**config.mk**
```make
export PLATFORM = sky130hd
export DESIGN_NAME = vga_timing_gen
export DESIGN_NICKNAME = d
export VERILOG_FILES = /design/src/rtl/vga_timing_gen.sv
export SDC_FILE = /design/constraint.sdc
export NUM_CORES = 1
export LEC_CHECK = 0
export ABC_AREA = 1
export BUFFER_PORTS_ARGS = -buffer_cell sky130_fd_sc_hd__buf_2
export CAP_MARGIN = 0
export CORE_MARGIN = 4
export CORE_UTILIZATION = 53
export CTS_CLUSTER_SIZE = 12
export DETAILED_ROUTE_END_ITERATION = 8
export PLACE_DENSITY_LB_ADDON = 0.15
export SYNTH_ARGS = -nofsm -noshare
export SYNTH_HDL_FRONTEND = slang
export SYNTH_SLANG_ARGS = --single-unit
```
**constraint.sdc**
```tcl
create_clock -name pixel_clk -period 1.77 [get_ports pixel_clk]
set_input_delay 0.4425 -clock pixel_clk [delete_from_list [all_inputs] [get_ports pixel_clk]]
set_output_delay 0.4425 -clock pixel_clk [all_outputs]
set_load 0.01 [all_outputs]
```
**src/rtl/vga_timing_gen.sv**
```systemverilog
// vga_timing_gen: raster timing for 640x480 @ 60 Hz VGA on a 25 MHz pixel clock.
// Two free-running counters (hc = pixel in line, vc = line in frame) are
// exported directly as the drawing coordinate. Sync and blanking are decoded
// combinationally from those same counters so they stay aligned with it.
module vga_timing_gen #(
  parameter int H_ACTIVE = 640,
  parameter int H_FRONT  = 16,
  parameter int H_SYNC   = 96,
  parameter int H_BACK   = 48,
  parameter int V_ACTIVE = 480,
  parameter int V_FRONT  = 10,
  parameter int V_SYNC   = 2,
  parameter int V_BACK   = 33,
  parameter int CNT_W    = 10
) (
  input  logic             pixel_clk,
  input  logic             reset,
  output logic             hs,
  output logic             vs,
  output logic             active_nblank,
  output logic             sync,
  output logic [CNT_W-1:0] drawX,
  output logic [CNT_W-1:0] drawY
);

  localparam int H_TOTAL = H_ACTIVE + H_FRONT + H_SYNC + H_BACK;
  localparam int V_TOTAL = V_ACTIVE + V_FRONT + V_SYNC + V_BACK;

  // Boundaries pre-sized to the counter width so every compare is width-matched.
  localparam logic [CNT_W-1:0] H_LAST     = CNT_W'(H_TOTAL - 1);
  localparam logic [CNT_W-1:0] V_LAST     = CNT_W'(V_TOTAL - 1);
  localparam logic [CNT_W-1:0] H_VIS      = CNT_W'(H_ACTIVE);
  localparam logic [CNT_W-1:0] V_VIS      = CNT_W'(V_ACTIVE);
  localparam logic [CNT_W-1:0] HS_START   = CNT_W'(H_ACTIVE + H_FRONT);
  localparam logic [CNT_W-1:0] HS_END     = CNT_W'(H_ACTIVE + H_FRONT + H_SYNC);
  localparam logic [CNT_W-1:0] VS_START   = CNT_W'(V_ACTIVE + V_FRONT);
  localparam logic [CNT_W-1:0] VS_END     = CNT_W'(V_ACTIVE + V_FRONT + V_SYNC);
  localparam logic [CNT_W-1:0] CNT_ONE    = CNT_W'(1);

  logic [CNT_W-1:0] hc;
  logic [CNT_W-1:0] vc;
  logic [CNT_W-1:0] hc_next;
  logic [CNT_W-1:0] vc_next;

  // Next raster position: advance along the line, wrapping into the next line/frame.
  always_comb begin
    hc_next = hc + CNT_ONE;
    vc_next = vc;
    if (hc == H_LAST) begin
      hc_next = '0;
      if (vc == V_LAST) begin
        vc_next = '0;
      end else begin
        vc_next = vc + CNT_ONE;
      end
    end else begin
      hc_next = hc + CNT_ONE;
      vc_next = vc;
    end
  end

  // Position counters; a synchronous reset returns the raster to the top-left pixel.
  always_ff @(posedge pixel_clk) begin
    if (reset) begin
      hc <= '0;
      vc <= '0;
    end else begin
      hc <= hc_next;
      vc <= vc_next;
    end
  end

  // Coordinate is the counters themselves: no pipeline between position and timing.
  assign drawX = hc;
  assign drawY = vc;

  // Sync pulses are active low; vs spans whole lines because it only looks at vc.
  assign hs = ~((hc >= HS_START) && (hc < HS_END));
  assign vs = ~((vc >= VS_START) && (vc < VS_END));

  assign active_nblank = (hc < H_VIS) && (vc < V_VIS);

  // Composite sync is not used by this video path.
  assign sync = 1'b0;

endmodule

```
==> summary.txt <==
Min path
  • Hold Crit Start: reset
  • WHS Endpoint: drawY[8]
  • HP Class: primary input to flip-flop
  • Hold Path Depth: 2

Place
  • DP HPWL: 2.05 mm
  • I/O Buffers: 24
  • GP Congestion: 0.772
  • Cells after DPL: 225

Global routing
  • Largest net degree at the start of global routing: 11
  • Vias in the first global route: 1,141
  • First-pass GRT wire length: 4.54 mm
  • Initial antenna violation count: 0
  • Tot GR Track Use: 20.4%
  • Grt total ovfl: 0

Route
  • DR iter-0 viols: 23
  • Post-detailed-route count of antenna-violating nets: 0
  • DRT Pass-1 Iters: 4
  • Vias: 1,170
  • Routed WL: 2.62 mm
  • Drt wl/cell: 11.4 um
  • DRC: 0
  • Via density: 5.11

Power
  • Pwr Density: 505 nW/um^2
  • P_sw: 0.159 mW
  • Clk pwr share: 29.8%
  • Final Total Pwr: 0.705 mW
  • Max VDD drop: 0.416 mV
  • Reg power frac: 65.1%
  • P_int: 0.545 mW
  • Combinational power share: 5.0%
  • Sw Ratio: 22.6%
  • P_leak: 0.645 nW

Setup path
  • RR Endpoint: drawY[2]
  • Crit path max fanout: 6
  • R2R setup slack: 270 ps
  • Arrival time at the worst endpoint: 1260 ps
  • CP Class: flip-flop to primary output
  • CP Launch Point: drawX[8]
  • RR Startpoint: drawX[0]
  • CP Capture Type: primary output
  • Critical Path RT: 1330 ps
  • CP startpoint kind: flip-flop
  • R2R depth: 8

Clocking
  • TritonCTS Buffers: 3
  • TritonCTS clock tree: built
  • Clk Latency, worst-skew pair: 290 ps
  • Hold_buf cts: 0
  • CTS max path bufs: 2
  • Clock tree sinks: 20
  • H-tree depth: 1
  • Clock root buffer: clkbuf_4
  • Clock-pin slew on the worst setup and hold paths: 110 ps

STA
  • FMAX: 586 MHz
  • Worst Clk Skew: 3.25 ps
  • Final Hold Vio Count: 0
  • Minimum clock period: 1710 ps
  • Final setup viols: 0
  • Period utilisation layout: 96.3%
  • Unrepaired setup endpoints after global routing: true
  • Max Slew Vio Count: 0

Floorplanning
  • Initial Util: 57.5%
  • Die height: 55.1 um
  • Die Wd: 55.1 um
  • Row count: 16
  • Core box area: 2040 um^2
  • Number of top-level pins: 26
  • Die area: 3030 um^2

Logic synthesis
  • Netlist Area Pre-Place: 1170 um^2
  • Ys Warns: 0
  • Synth Instances: 174
  • Yosys cell types: 24
  • Sequential element share of the synthesized area: 34.1%
  • Yosys reg bits: 20
  • Syn_nets: 181
  • Mean post-synth cell area: 6.75 um^2

Final layout
  • Multi-input logic area: 684 um^2
  • Cell Count, Final, Fillers Out: 229
  • Fraction of layout cells with a size suffix above 1: 27.7%
  • Register area: 415 um^2
  • Layout fillers: 197
  • # diodes: 0
  • Area Overhead vs Synth: 18.8%
  • Final #Nets: 211

Job
  • Max_cap viols: 0

Outcome
  • Status: finished, final reports clean
area by class of cell:
class	count	share of cell area, %
clock buffers	3	1.61
inverters	28	7.53
multi-input cells	125	49.0
flip-flops and latches	20	29.7
well taps	27	2.42
repair buffers	26	9.68
cells in the mapped netlist:
library cell | instances | share of area [%]
o21ai_0 | 1 | 0.43
nor3b_1 | 1 | 0.64
a21oi_1 | 11 | 4.7
nor3_1 | 4 | 1.7
nor4_1 | 2 | 1.1
buf_4 | 1 | 0.64
o21ai_1 | 1 | 0.43
conb_1 | 1 | 0.32
nand3_2 | 2 | 1.7
inv_2 | 2 | 0.64
nor2_2 | 2 | 1.1
ha_1 | 5 | 5.3
dfxtp_1 | 20 | 34
nor2_4 | 4 | 3.8
inv_1 | 26 | 8.3
o211ai_1 | 1 | 0.64
nand2_2 | 1 | 0.53
xor2_1 | 1 | 0.75
nand2_1 | 42 | 13
nor2_1 | 22 | 7.0
nand3_1 | 10 | 4.3
nand2_4 | 2 | 1.9
nand3b_1 | 2 | 1.3
nand4_1 | 10 | 5.3
metal layers:
layer / up-vias / track usage (%) / share of wire (%)
li1: 610 / - / -
met1: 529 / 22.7 / 41
met2: 27 / 36.8 / 52
met3: 4 / 2.95 / 4.9
met4: 0 / 10.9 / 1.6
met5: - / 0 / 0
power groups by stage:
stage	sequential (mW)	combinational (mW)	clock, mW
finish	0.459	0.0356	0.210
global route	0.461	0.0409	0.239
CTS	0.461	0.0363	0.218
detailed placement	0.471	0.0365	0
global placement	0.471	0.0348	0
floorplan	0.474	0.0231	0
critical path, cell delays in order, from the launching register on:
cell,delay (ps)
dfxtp_2,370
nand2_2,70
inv_1,90
nor4_2,260
buf_2,170
metrics by stage:
stage          util [%]  hold slack [ps]  setup TNS (ps)  instance area (um^2)  setup slack (ps)
2_1_floorplan         -              480               0                  1170               365
3_3_place_gp       65.1              452               0                  1330               313
3_5_place_dp       65.1              465               0                  1330               226
4_1_cts            67.1              325               0                  1370              11.6
5_1_grt            68.4              325           -8.85                  1400             -8.85
6_report           68.4              334               0                  1400              64.8
logic make-up after synthesis:
group | synth area share, %
flops | 34.1
other cells | 0.319
fa+ha+maj | 5.32
buf+inv | 9.58
xor+xnor | 0.746
compound gates | 6.18
simple gates | 43.8
what timing repair did:
| item | 4_1_cts | 5_1_grt |
|---|---|---|
| gates resized for setup | 5 | 11 |
| hold endpoints to repair | 0 | 0 |
| pin swaps | 0 | 2 |
| setup buffers | 0 | 1 |
| setup endpoints to repair | 2 | 3 |
worst max path at each step:
stage | to | slack, ps | depth (start not counted)
floorplan | active_nblank | 370 | 3
global placement | active_nblank | 310 | 4
detailed placement | hs | 230 | 4
CTS | vs | 10 | 4
global route | active_nblank | -9 | 4
finish | active_nblank | 60 | 4
state kept, by name, summed over array words and instances, names as in the netlist:
signal	cells
drawX	10
drawY	10
layout by cell type, fill, tap and decap left out, types with 2 or more instances in the layout:
| cell | instances |
|---|---|
| nand2_1 | 42 |
| inv_1 | 25 |
| buf_2 | 24 |
| nor2_1 | 22 |
| a21oi_1 | 11 |
| nand3_1 | 10 |
| nand4_1 | 10 |
| dfxtp_1 | 10 |
| dfxtp_2 | 9 |
| nor2_4 | 5 |
| ha_1 | 5 |
| inv_2 | 3 |
| nor3_1 | 3 |
| clkbuf_4 | 3 |
| nand3b_1 | 2 |
| nor4_2 | 2 |
| nand3_2 | 2 |
| nand2_4 | 2 |
| buf_4 | 2 |
Note: power is estimated with default switching activity, not from simulation.
